File: config.mk
export PLATFORM = sky130hd
export DESIGN_NAME = dist_haptic_map_flat
export DESIGN_NICKNAME = d
export VERILOG_FILES = /design/src/rtl/dist_pkg.sv /design/src/rtl/dist_haptic_map_if.sv /design/src/rtl/seq_divider.sv /design/src/rtl/dist_haptic_map.sv /design/src/flat_wrapper.sv
export SDC_FILE = /design/constraint.sdc
export NUM_CORES = 1
export LEC_CHECK = 0
export ABC_AREA = 0
export BUFFER_PORTS_ARGS = -buffer_cell sky130_fd_sc_hd__buf_2
export CORE_MARGIN = 3
export CORE_UTILIZATION = 60
export DETAILED_ROUTE_END_ITERATION = 8
export PLACE_DENSITY = 0.83
export SYNTH_ARGS = -nofsm -noshare
export SYNTH_HDL_FRONTEND = slang
export SYNTH_SLANG_ARGS = --single-unit
File: constraint.sdc
create_clock -name PCLK -period 10 [get_ports PCLK]
set_input_delay 0.5 -clock PCLK [delete_from_list [all_inputs] [get_ports PCLK]]
set_output_delay 0.5 -clock PCLK [all_outputs]
set_load 0.02 [all_outputs]
File: src/rtl/dist_pkg.sv
// rtl/dist_pkg.sv - shared range constants and FSM state type for the ultrasonic distance path
// Used by the echo-timing stage, dist_haptic_map and the APB wrapper.
package dist_pkg;
    localparam int DIST_W        = 16;
    localparam int DUTY_W        = 8;
    localparam int CYCLES_PER_CM = 5882;
    localparam int MAX_CM        = 400;

    // Echo widths above this are reported as MAX_CM with out_of_range set.
    localparam logic [31:0] MAX_ECHO_CYCLES = 32'(MAX_CM * CYCLES_PER_CM);

    typedef enum logic [2:0] {
        IDLE,
        DIV_DIST,
        AVG,
        DIV_DUTY,
        DONE
    } state_t;

    // How the duty target is produced once the divide for it finishes.
    typedef enum logic [1:0] {
        TGT_DIV,
        TGT_FULL,
        TGT_ZERO
    } duty_sel_t;
endpackage

File: src/rtl/dist_haptic_map_if.sv
// rtl/dist_haptic_map_if.sv - echo input and distance/haptic output bundle
// slave : the dist_haptic_map side (echo in; busy, distance, status, PWM out)
// master: the producer/consumer side (echo out; everything else in)
interface dist_haptic_map_if;
    import dist_pkg::*;

    logic [31:0]       echo_cycles;
    logic              echo_valid;
    logic              busy;
    logic [DIST_W-1:0] dist_cm;
    logic              dist_valid;
    logic [DIST_W-1:0] avg_cm;
    logic              out_of_range;
    logic [DUTY_W-1:0] duty;
    logic              motor_pwm;
    logic [7:0]        drop_count;

    modport slave (
        input  echo_cycles, echo_valid,
        output busy, dist_cm, dist_valid, avg_cm, out_of_range, duty, motor_pwm, drop_count
    );

    modport master (
        output echo_cycles, echo_valid,
        input  busy, dist_cm, dist_valid, avg_cm, out_of_range, duty, motor_pwm, drop_count
    );
endinterface

File: src/rtl/seq_divider.sv
// rtl/seq_divider.sv - 32-bit unsigned restoring divider, one quotient bit per clock
// clk, rst_n          : clock, asynchronous active-low reset
// i_start             : load operands; iterations run on the following 32 edges
// i_dividend/i_divisor: operands, sampled with i_start
// o_done              : high during the cycle whose closing edge performs the last iteration
// o_quotient          : valid from the cycle after o_done; divide-by-zero gives all ones
module seq_divider (
    input  logic        clk,
    input  logic        rst_n,
    input  logic        i_start,
    input  logic [31:0] i_dividend,
    input  logic [31:0] i_divisor,
    output logic        o_done,
    output logic [31:0] o_quotient
);
    logic [31:0] r_rem;
    logic [31:0] r_quo;
    logic [31:0] r_den;
    logic [4:0]  r_cnt;
    logic        r_running;

    logic [32:0] w_partial;
    logic [32:0] w_trial;

    // The dividend shifts out of r_quo MSB-first while quotient bits shift in at the LSB.
    assign w_partial  = {r_rem, r_quo[31]};
    assign w_trial    = w_partial - {1'b0, r_den};
    assign o_done     = r_running && (r_cnt == 5'd31);
    assign o_quotient = r_quo;

    always_ff @(posedge clk or negedge rst_n) begin
        if (!rst_n) begin
            r_rem     <= '0;
            r_quo     <= '0;
            r_den     <= '0;
            r_cnt     <= '0;
            r_running <= 1'b0;
        end else if (i_start) begin
            r_rem     <= '0;
            r_quo     <= i_dividend;
            r_den     <= i_divisor;
            r_cnt     <= '0;
            r_running <= 1'b1;
        end else if (r_running) begin
            // A zero divisor never borrows, so every quotient bit comes out as 1.
            if (!w_trial[32]) begin
                r_rem <= w_trial[31:0];
                r_quo <= {r_quo[30:0], 1'b1};
            end else begin
                r_rem <= w_partial[31:0];
                r_quo <= {r_quo[30:0], 1'b0};
            end
            r_cnt <= r_cnt + 5'd1;
            if (r_cnt == 5'd31) begin
                r_running <= 1'b0;
            end
        end
    end
endmodule

File: src/rtl/dist_haptic_map.sv
// rtl/dist_haptic_map.sv - echo width to cm, moving average, and distance-to-haptic PWM mapping
// PCLK, PRESERN : clock, asynchronous active-low reset
// bus (slave)   : echo_cycles/echo_valid in; busy, dist_cm, dist_valid, avg_cm,
//                 out_of_range, duty, motor_pwm, drop_count out
module dist_haptic_map
    import dist_pkg::*;
#(
    parameter int NEAR_CM  = 20,
    parameter int FAR_CM   = 200,
    parameter int AVG_LOG2 = 2,
    parameter int PWM_DIV  = 391
) (
    input  logic              PCLK,
    input  logic              PRESERN,
    dist_haptic_map_if.slave  bus
);
    localparam int          DEPTH     = 1 << AVG_LOG2;
    localparam int          SUM_W     = DIST_W + AVG_LOG2;
    localparam logic [15:0] NEAR_W    = 16'(NEAR_CM);
    localparam logic [15:0] FAR_W     = 16'(FAR_CM);
    localparam logic [31:0] DUTY_SPAN = 32'(FAR_CM - NEAR_CM);
    localparam logic [15:0] PRE_LAST  = 16'(PWM_DIV - 1);

    state_t              r_state;
    logic                r_busy;
    logic                r_oor_pend;
    logic [DIST_W-1:0]   r_dist;
    logic                r_dist_valid;
    logic [DIST_W-1:0]   r_avg;
    logic                r_oor;
    logic [DIST_W-1:0]   r_ring [0:DEPTH-1];
    logic [AVG_LOG2-1:0] r_wptr;
    logic [SUM_W-1:0]    r_sum;
    logic                r_ring_valid;
    duty_sel_t           r_tgt_mode;
    logic [DUTY_W-1:0]   r_duty_pending;
    logic [7:0]          r_drop;
    logic [15:0]         r_pre;
    logic [7:0]          r_pwm_cnt;
    logic [DUTY_W-1:0]   r_duty;
    logic                r_pwm;

    logic                w_div_start;
    logic [31:0]         w_div_dividend;
    logic [31:0]         w_div_divisor;
    logic                w_div_done;
    logic [31:0]         w_div_q;
    logic                w_unused_q;
    logic [DIST_W-1:0]   w_dist;
    logic [SUM_W-1:0]    w_sum_next;
    logic [DIST_W-1:0]   w_avg_next;
    logic [15:0]         w_gap;
    logic [31:0]         w_duty_num;
    logic                w_pwm_step;

    // One divider serves both divides: echo/CYCLES_PER_CM from IDLE, then the duty scale from AVG.
    // Out-of-range and saturated-duty cases still run it so the latency never varies.
    assign w_div_start    = ((r_state == IDLE) && bus.echo_valid) || (r_state == AVG);
    assign w_div_dividend = (r_state == AVG) ? w_duty_num : bus.echo_cycles;
    assign w_div_divisor  = (r_state == AVG) ? DUTY_SPAN : 32'(CYCLES_PER_CM);

    seq_divider u_div (
        .clk        (PCLK),
        .rst_n      (PRESERN),
        .i_start    (w_div_start),
        .i_dividend (w_div_dividend),
        .i_divisor  (w_div_divisor),
        .o_done     (w_div_done),
        .o_quotient (w_div_q)
    );

    // In-range quotients are at most MAX_CM, so the upper half is always zero.
    assign w_unused_q = ^w_div_q[31:16];

    assign w_dist     = r_oor_pend ? DIST_W'(MAX_CM) : w_div_q[DIST_W-1:0];
    // The first sample after reset fills the whole window, so there is no ramp-up from zero.
    assign w_sum_next = r_ring_valid
                      ? (r_sum - SUM_W'(r_ring[r_wptr]) + SUM_W'(w_dist))
                      : (SUM_W'(w_dist) << AVG_LOG2);
    assign w_avg_next = w_sum_next[AVG_LOG2 +: DIST_W];
    // Only meaningful for NEAR_CM < avg < FAR_CM; other cases are overridden in DONE.
    assign w_gap      = FAR_W - w_avg_next;
    assign w_duty_num = {16'd0, w_gap} * 32'd255;

    always_ff @(posedge PCLK or negedge PRESERN) begin
        if (!PRESERN) begin
            r_state        <= IDLE;
            r_busy         <= 1'b0;
            r_oor_pend     <= 1'b0;
            r_dist         <= '0;
            r_dist_valid   <= 1'b0;
            r_avg          <= '0;
            r_oor          <= 1'b0;
            for (int i = 0; i < DEPTH; i++) begin
                r_ring[i] <= '0;
            end
            r_wptr         <= '0;
            r_sum          <= '0;
            r_ring_valid   <= 1'b0;
            r_tgt_mode     <= TGT_ZERO;
            r_duty_pending <= '0;
            r_drop         <= '0;
        end else begin
            r_dist_valid <= 1'b0;
            r_busy       <= (r_state != IDLE);

            if (bus.echo_valid && (r_state != IDLE) && (r_drop != 8'hFF)) begin
                r_drop <= r_drop + 8'd1;
            end

            case (r_state)
                IDLE: begin
                    if (bus.echo_valid) begin
                        r_oor_pend <= (bus.echo_cycles > MAX_ECHO_CYCLES);
                        r_state    <= DIV_DIST;
                    end
                end
                DIV_DIST: begin
                    if (w_div_done) begin
                        r_state <= AVG;
                    end
                end
                AVG: begin
                    r_dist       <= w_dist;
                    r_dist_valid <= 1'b1;
                    r_oor        <= r_oor_pend;
                    r_sum        <= w_sum_next;
                    r_avg        <= w_avg_next;
                    if (r_ring_valid) begin
                        r_ring[r_wptr] <= w_dist;
                        r_wptr         <= r_wptr + 1'b1;
                    end else begin
                        for (int i = 0; i < DEPTH; i++) begin
                            r_ring[i] <= w_dist;
                        end
                        r_ring_valid <= 1'b1;
                    end
                    if (r_oor_pend) begin
                        r_tgt_mode <= TGT_ZERO;
                    end else if (w_avg_next <= NEAR_W) begin
                        r_tgt_mode <= TGT_FULL;
                    end else if (w_avg_next >= FAR_W) begin
                        r_tgt_mode <= TGT_ZERO;
                    end else begin
                        r_tgt_mode <= TGT_DIV;
                    end
                    r_state <= DIV_DUTY;
                end
                DIV_DUTY: begin
                    if (w_div_done) begin
                        r_state <= DONE;
                    end
                end
                DONE: begin
                    case (r_tgt_mode)
                        TGT_FULL: r_duty_pending <= 8'hFF;
                        TGT_DIV:  r_duty_pending <= w_div_q[DUTY_W-1:0];
                        default:  r_duty_pending <= 8'h00;
                    endcase
                    r_state <= IDLE;
                end
                default: r_state <= IDLE;
            endcase
        end
    end

    assign w_pwm_step = (r_pre == PRE_LAST);

    // The active duty only changes on the 255->0 counter wrap, so every period is whole.
    always_ff @(posedge PCLK or negedge PRESERN) begin
        if (!PRESERN) begin
            r_pre     <= '0;
            r_pwm_cnt <= '0;
            r_duty    <= '0;
            r_pwm     <= 1'b0;
        end else begin
            r_pwm <= (r_pwm_cnt < r_duty);
            if (w_pwm_step) begin
                r_pre     <= '0;
                r_pwm_cnt <= r_pwm_cnt + 8'd1;
                if (r_pwm_cnt == 8'hFF) begin
                    r_duty <= r_duty_pending;
                end
            end else begin
                r_pre <= r_pre + 16'd1;
            end
        end
    end

    assign bus.busy         = r_busy;
    assign bus.dist_cm      = r_dist;
    assign bus.dist_valid   = r_dist_valid;
    assign bus.avg_cm       = r_avg;
    assign bus.out_of_range = r_oor;
    assign bus.duty         = r_duty;
    assign bus.motor_pwm    = r_pwm;
    assign bus.drop_count   = r_drop;
endmodule

File: src/flat_wrapper.sv
// flat-port wrapper written by rule: the top's interface ports become plain ports
module dist_haptic_map_flat import dist_pkg::*;
#(
    parameter int NEAR_CM  = 20,
    parameter int FAR_CM   = 200,
    parameter int AVG_LOG2 = 2,
    parameter int PWM_DIV  = 391
)
  (PCLK, PRESERN, bus_echo_cycles, bus_echo_valid, bus_busy, bus_dist_cm, bus_dist_valid, bus_avg_cm, bus_out_of_range, bus_duty, bus_motor_pwm, bus_drop_count);
  dist_haptic_map_if bus_i ();
  input  logic PCLK;
  input  logic PRESERN;
  input wire logic [$bits(bus_i.echo_cycles)-1:0] bus_echo_cycles;
  input wire logic [$bits(bus_i.echo_valid)-1:0] bus_echo_valid;
  output wire logic [$bits(bus_i.busy)-1:0] bus_busy;
  output wire logic [$bits(bus_i.dist_cm)-1:0] bus_dist_cm;
  output wire logic [$bits(bus_i.dist_valid)-1:0] bus_dist_valid;
  output wire logic [$bits(bus_i.avg_cm)-1:0] bus_avg_cm;
  output wire logic [$bits(bus_i.out_of_range)-1:0] bus_out_of_range;
  output wire logic [$bits(bus_i.duty)-1:0] bus_duty;
  output wire logic [$bits(bus_i.motor_pwm)-1:0] bus_motor_pwm;
  output wire logic [$bits(bus_i.drop_count)-1:0] bus_drop_count;
  assign bus_i.echo_cycles = bus_echo_cycles;
  assign bus_i.echo_valid = bus_echo_valid;
  assign bus_busy = bus_i.busy;
  assign bus_dist_cm = bus_i.dist_cm;
  assign bus_dist_valid = bus_i.dist_valid;
  assign bus_avg_cm = bus_i.avg_cm;
  assign bus_out_of_range = bus_i.out_of_range;
  assign bus_duty = bus_i.duty;
  assign bus_motor_pwm = bus_i.motor_pwm;
  assign bus_drop_count = bus_i.drop_count;
  dist_haptic_map #(.NEAR_CM(NEAR_CM), .FAR_CM(FAR_CM), .AVG_LOG2(AVG_LOG2), .PWM_DIV(PWM_DIV)) u_core (.PCLK(PCLK), .PRESERN(PRESERN), .bus(bus_i));
endmodule
==> summary.md, run 1 <==
| Metric | Value |
|---|---|
| Status | `finished with violations` |
| Failing checks | `hold timing` |
| Max-cap violations | `0` |
| Class of the worst hold path | `input port to asynchronous set/reset pin` |
| Setup WS post-layout | `approximately 0.74 ns` |
| Ranking of synthesized cells by area | `dfrtp_1, ha_1, fa_1, o21ai_0, inv_1` |
| Detail Route Antenna Nets | `0` |
| Yosys reg bits | `232` |
| Fin. max-slew vios | `0` |
| Power share of the sequential group | `46.1%` |
| Clock slew at reported path FFs | `around 0.06 ns` |
| Cell variety after synth | `73` |
| H-Tree Depth | `1` |
| Initial core utilization | `61.3%` |
| Via-per-instance ratio | `5.90` |
| Initial DRC Count | `1024` |
| Dpl hpwl | `26.2 mm` |
| Die Wd | `170 microns` |
| Leak | `8.69 nW` |
| Die area | `0.0288 sq mm` |
| Hold_ws | `-0.00875 ns` |
| Largest net degree at the start of global routing | `99` |
| Switching share of total power | `22.3%` |
| Final setup viols | `0` |
| Slew of the pin with the lowest slew margin | `1.17 ns` |
| Hold_buf cts | `0` |
| Cell mode on critical path | `inv_1` |
| Slowest stage delay, CP | `0.59 ns` |
| Vias in the first global route | `12400` |
| Core Util, Final | `67.2%` |
| Routed len/inst | `17.3 microns` |
| Net Sw Power | `0.000468 W` |
| RSZ-0062 raised after global routing | `false` |
| Max Clk Rate | `around 0.11 GHz` |
| Final period util | `roughly 93%` |
| Clock latency on the worst-skew pair | `0.54 ns` |
| Synth Cell Area | `0.0161 sq mm` |
| Post-synth ARST share | `100%` |
| Relative slew slack | `21.7%` |
| Sink Count | `around 230` |
| Setup bufs post-CTS | `0` |
| Synth Area in Compound Gates | `roughly 15%` |
| Syn Area/Cell | `9.28 sq um` |
| Pre-antenna DRT Iters | `5` |
| Multiplexer share of the synthesized area | `~4.3%` |
| Root cell of the clock tree | `clkbuf_16` |
| Adder-Cell Fraction of Synth Area | `16.8%` |
| Antenna violations before repair | `0` |
| Arrival time of the worst setup path | `9.64 ns` |
| DRT Wirelength | `36.9 mm` |
| Overall Global Routing Usage | `around 26%` |
| Path type of the worst setup path | `register to register` |
| Highest-delay cell along the critical path | `fa_1` |
| Critical Path Source Type | `register` |
| Post-CTS Resized | `0` |
| Area leader, netlist | `dfrtp_1` |
| Core Rows | `59` |
| Diode count | `0` |
| Internal power | `~0.0016 W` |
| List of most frequent post-synthesis cells | `dfrtp_1, inv_1, nand2_1, o21ai_0, nor2_1` |
| Cell Count Post-Placement | `2082` |
| Area Overhead vs Synth | `9.67%` |
| Die height | `170 microns` |
| Simple-gate area share of the yosys netlist | `14.0%` |
| # port buffers | `86` |
| Clk pwr share | `about 50%` |
| Worst VDD drop | `0.112 mV` |
| CTS tree | `yes` |
| CP Max Fanout | `15` |
| Share of cells above drive strength 1 | `10.9%` |
| Final Hold Vio Count | `8` |
| Post-synth EDFFs | `0` |
| Critical Path RT | `10.37 ns` |
| CORE AREA | `0.0262 sq mm` |
| Clock Tree Buf Depth | `3` |
| Top delay family on crit path | `adder cells` |
| DRC viols | `0` |
| Net count after synthesis | `1942` |
| Ys flop type | `dfrtp_1` |
| Buffers & Inverters on Critical Path | `6` |
| Num CTS Buffers | `26` |
| Comb power frac | `3.7%` |
| Largest family of logic cells by synthesized area | `adder cells` |
| PD cells | `119 mW/mm^2` |
| Synth top area share | `36.0%` |
| Clock Skew | `0.0176 ns` |
| Pre-CTS setup slack | `0.706 ns` |
| Via count | `about 13000` |
| GRT overflow | `0` |
| GPL Wtd Cong | `0.881` |
| Non-Filler Instances | `2130` |
| Global-route wire length before repair | `61.2 mm` |
| Mapped Cells | `1732` |
| Dominant cell by count in the synthesized netlist | `dfrtp_1` |
| Post-route setup TNS | `0 ns` |
| Crit end category | `register` |
| Boundary Pins | `87` |
| Final nets | `1985` |
| Final min period | `9.26 ns` |
| Xor and xnor area share after synthesis | `under 10%` |
| Ys Warns | `0` |
| Seq/Total Area, Yosys | `36.1%` |
## stage by stage
stage                     hold WS [ns]  total power (W)  instance area [sq um]
after global routing            0.0451          0.00216                  17600
after global placement           0.457          0.00106                  16700
after floorplan                  0.204          0.00101                  16100
final                         -0.00875          0.00210                  17600
after CTS                       0.0198          0.00211                  17600
after detailed placement         0.462          0.00106                  16700
## layer usage
layer / up-vias / wire length [microns] / GRT usage (%)
li1: 5955 / - / -
met1: 6179 / 15900 / 34.7
met2: 357 / 18000 / 42.9
met3: 86 / 1820 / 3.54
met4: 0 / 1210 / 8.39
met5: - / 0 / 0
## worst reg2reg max path: cells and delay by family (launching register included)
family | cells | cell delay (ns)
buffers and inverters | 6 | 0.78
flip-flops | 1 | 0.55
XOR/XNOR | 2 | 0.57
multiplexers | 1 | 0.56
AO/OA/AOI/OAI | 12 | 2.74
adder cells (fa/ha/maj) | 7 | 3.20
AND/OR/NAND/NOR | 3 | 0.68
## flip-flops by register name (all words and copies together) (netlist names), 2 cells and up
register and cells:
u_core.bus.dist_cm 16, u_core.bus.drop_count 8, u_core.bus.duty 8, u_core.r_duty_pending 8
u_core.r_pre 16, u_core.r_pwm_cnt 8, u_core.r_ring 64, u_core.r_state 3
u_core.r_sum 18, u_core.r_tgt_mode 2, u_core.r_wptr 2, u_core.u_div.o_quotient 32
u_core.u_div.r_cnt 5, u_core.u_div.r_den 3, u_core.u_div.r_rem 32
## path summary, 6_finish.rpt
| path | startpoint | endpoint | slack, ns | cells after the start |
|---|---|---|---|---|
| setup reg to reg | u_core.r_wptr[0] | u_core.u_div.o_quotient[22] | 0.74 | 31 |
| min in group PCLK | bus_echo_cycles[29] | u_core.u_div.o_quotient[29] | 0.20 | 3 |
| setup / recovery | u_core.r_wptr[0] | u_core.u_div.o_quotient[22] | 0.74 | 31 |
| hold / removal | PRESERN | u_core.r_pre[14] | -0.009 | 1 |
| hold reg to reg | u_core.r_ring[8] | u_core.r_ring[8] | 0.48 | 2 |
| max in group asynchronous | PRESERN | u_core.r_wptr[1] | 8.50 | 2 |
## power by group through the flow
stage                     registers [W]  clock network (W)  logic [W]
after floorplan                0.000997                  0  0.0000180
after global placement         0.000982                  0  0.0000781
after detailed placement       0.000982                  0  0.0000791
after CTS                      0.000965            0.00107  0.0000794
after global routing           0.000968            0.00111  0.0000871
final                          0.000966            0.00105  0.0000778
## placed cells by master, fill, tap and decap left out, types with 13 or more instances in the layout
cell / instances
dfrtp_1: 229
inv_1: 192
nand2_1: 183
o21ai_0: 167
nor2_1: 135
ha_1: 108
buf_2: 85
a21oi_1: 76
xnor2_1: 67
fa_1: 67
xor2_1: 47
nand3_1: 36
mux2i_1: 27
clkbuf_16: 26
a211oi_1: 25
nand2b_1: 24
o31ai_1: 23
a21o_1: 23
mux4_2: 16
nor3_1: 15
buf_4: 14
a31oi_1: 13
## area by class of cell
type / instances / area [sq um]
clock buffer: 34 / 741
clock inverter: 14 / 215
fill: 2020 / 8590
inverter: 193 / 724
multi-input combinational: 1222 / 9170
sequential: 232 / 5810
tap: 335 / 419
timing repair buffer: 100 / 546
## cell families (layout without fill, tap and decap cells)
kind of cell    Yosys count  count (layout)
simple gates            478             478
compound gates          401             401
buf+inv                 278             341
flops                   232             232
fa+ha+maj               176             176
xor+xnor                118             118
mux                      49              49
Power figures use the tool's default switching activity.
==> run 2, diff against run 1 <==
Settings changed: CORE_UTILIZATION 60 to 35, GPL_TIMING_DRIVEN set to 1, PLACE_DENSITY 0.83 to 0.56.
==> summary.md, run 2 (synthesis results as in run 1) <==
| Metric | Value |
|---|---|
| Antenna violations before repair | `0` |
| Area Overhead vs Synth | `11.4%` |
| Largest net degree at the start of global routing | `105` |
| Path type of the worst setup path | `register to register` |
| Via-per-instance ratio | `5.03` |
| Setup bufs post-CTS | `0` |
| Slew of the pin with the lowest slew margin | `1.29 ns` |
| Most frequent cells in the layout | `dfrtp_1, inv_1, nand2_1` |
| CP Max Fanout | `9` |
| Class of the worst hold path | `input port to register` |
| DRT Wirelength | `38.9 mm` |
| Clock Skew | `0.0390 ns` |
| Launch point of the worst reg-to-reg path | `u_core.r_wptr[0]` |
| Relative slew slack | `13.7%` |
| PD cells | `113 mW/mm^2` |
| Core Rows | `77` |
| Diode count | `0` |
| # port buffers | `86` |
| FF-to-FF End | `u_core.u_div.o_quotient[22]` |
| Leak | `8.69 nW` |
| Overall Global Routing Usage | `16.3%` |
| Post-DP Area | `0.0170 sq mm` |
| Commonest non-fill, non-tap cell in the layout | `dfrtp_1` |
| Worst VDD drop | `0.110 mV` |
| Routed len/inst | `16.2 microns` |
| Design Area, Final | `0.0179 sq mm` |
| Critical Path RT | `10.39 ns` |
| GPL Wtd Cong | `about 0.83` |
| Global-route wire length before repair | `roughly 64 mm` |
| Post-CTS Resized | `0` |
| Final min period | `slightly above 9 ns` |
| Detail Route Antenna Nets | `0` |
| Vias in the first global route | `11800` |
| Slowest stage delay, CP | `0.61 ns` |
| Cell mode on critical path | `fa_1` |
| Boundary Pins | `just under 90` |
| Critical Path Source Type | `register` |
| Status | `finished clean` |
| Fill cells | `4496` |
| GRT overflow | `0` |
| Hold path endpoint | `u_core.u_div.o_quotient[29]` |
| Final nets | `1991` |
| Largest Register | `u_core.r_ring` |
| Die area | `0.0485 sq mm` |
| Pre-antenna DRT Iters | `5` |
| Max Clk Rate | `0.109 GHz` |
| Share of cells above drive strength 1 | `between 10% and 20%` |
| Num CTS Buffers | `27` |
| Initial core utilization | `a little over a third` |
| Clock slew at reported path FFs | `0.06 ns` |
| Final period util | `slightly above 90%` |
| Die height | `between 200 and 250 microns` |
| RSZ-0062 raised after global routing | `false` |
| H-Tree Depth | `1` |
| CORE AREA | `0.0448 sq mm` |
| Final Hold Vio Count | `0` |
| Hold Crit Start | `bus_echo_cycles[29]` |
| Reg-to-reg setup timing slack | `0.79 ns` |
| CTS tree | `yes` |
| Initial DRC Count | `718` |
| Via count | `about 12000` |
| Worst Hold Depth | `3` |
| Final setup viols | `0` |
| Arrival time of the worst setup path | `between 9 and 10 ns` |
| Fin. max-slew vios | `0` |
| Dpl hpwl | `28.5 mm` |
| DRC viols | `0` |
| Max-cap violations | `0` |
| Reg2reg path depth | `30` |
| Clock Tree Buf Depth | `3` |
| Highest-delay cell along the critical path | `dfrtp_1` |
| Clock latency on the worst-skew pair | `slightly below 0.6 ns` |
| Die Wd | `about 220 microns` |
| Root cell of the clock tree | `clkbuf_16` |
| Max FFs per register | `64` |
| Sink Count | `232` |
| Crit end category | `register` |
| Post-route setup TNS | `0 ns` |
==> run 2: cell count changes in the layout (fill, tap and decap cells not counted), sizes merged <==
cell,previous run,this run
buf,100,104
bufinv,5,1
clkbuf,34,38
clkinv,7,8
clkinvlp,2,1
dlygate4sd3,0,1
inv,193,195
==> run 2: repair_timing <==
| item | in CTS | in global routing |
|---|---|---|
| hold buffers | 1 | 0 |
| hold endpoints to repair | 1 | 0 |
| setup endpoints to repair | 0 | 0 |
==> run 2: worst max path at each step <==
stage                           from                           to  slack, ns
finish              u_core.r_wptr[0]  u_core.u_div.o_quotient[22]       0.79
global placement    u_core.r_wptr[0]  u_core.u_div.o_quotient[22]       1.06
CTS                 u_core.r_wptr[0]  u_core.u_div.o_quotient[22]       0.75
global route        u_core.r_wptr[0]  u_core.u_div.o_quotient[21]       0.15
detailed placement  u_core.r_wptr[0]  u_core.u_div.o_quotient[22]       0.81
floorplan           u_core.r_wptr[0]  u_core.u_div.o_quotient[22]       0.90
==> run 2: area by class of cell <==
| class | instances | area (sq um) | share of cell area [%] |
|---|---|---|---|
| Tap cell | 592 | 741 | 4.14 |
| Multi-Input combinational cell | 1222 | 9170 | 51.2 |
| Clock inverter | 12 | 106 | 0.594 |
| Clock buffer | 38 | 767 | 4.29 |
| Inverter | 193 | 724 | 4.05 |
| Timing Repair Buffer | 105 | 586 | 3.27 |
| Sequential cell | 232 | 5810 | 32.5 |
==> run 2: per-layer routing <==
metal  vias up  routed length [microns]  global-route usage [%]
li1       5972                        -                       -
met1      5865                    18500                    22.9
met2       165                    18200                    26.8
met3        48                     1100                    1.88
met4         0                      988                    4.34
met5         -                        0                       0
==> run 2: worst max-delay path: cells and delay by family, from the launching register on <==
| family | cells | cell delay [ns] |
|---|---|---|
| buf+inv | 4 | 0.21 |
| xor+xnor | 4 | 1.02 |
| simple gates | 3 | 0.41 |
| compound gates | 12 | 3.33 |
| mux | 1 | 0.57 |
| flops | 1 | 0.61 |
| fa+ha+maj | 6 | 2.88 |
==> run 2: power breakdown <==
group | internal (W) | switching, W | total, W
Combinational | 0.0000257 | 0.0000546 | 0.0000803
Clock | 0.000563 | 0.000416 | 0.000979
Sequential | 0.000951 | 0.0000152 | 0.000967
==> run 2: stage by stage <==
| stage | std cells | utilization (%) | power, W | setup slack, ns | hold slack (ns) |
|---|---|---|---|---|---|
| 4_1_cts | 2394 | 40.0 | 0.00206 | 0.750 | 0.146 |
| 2_1_floorplan | 1732 | - | 0.00101 | 0.904 | 0.204 |
| 3_3_place_gp | 2343 | 38.0 | 0.00106 | 1.06 | 0.458 |
| 6_report | 2394 | 40.0 | 0.00203 | 0.793 | 0.165 |
| 5_1_grt | 2394 | 40.0 | 0.00211 | 0.151 | 0.163 |
| 3_5_place_dp | 2343 | 38.0 | 0.00107 | 0.811 | 0.466 |
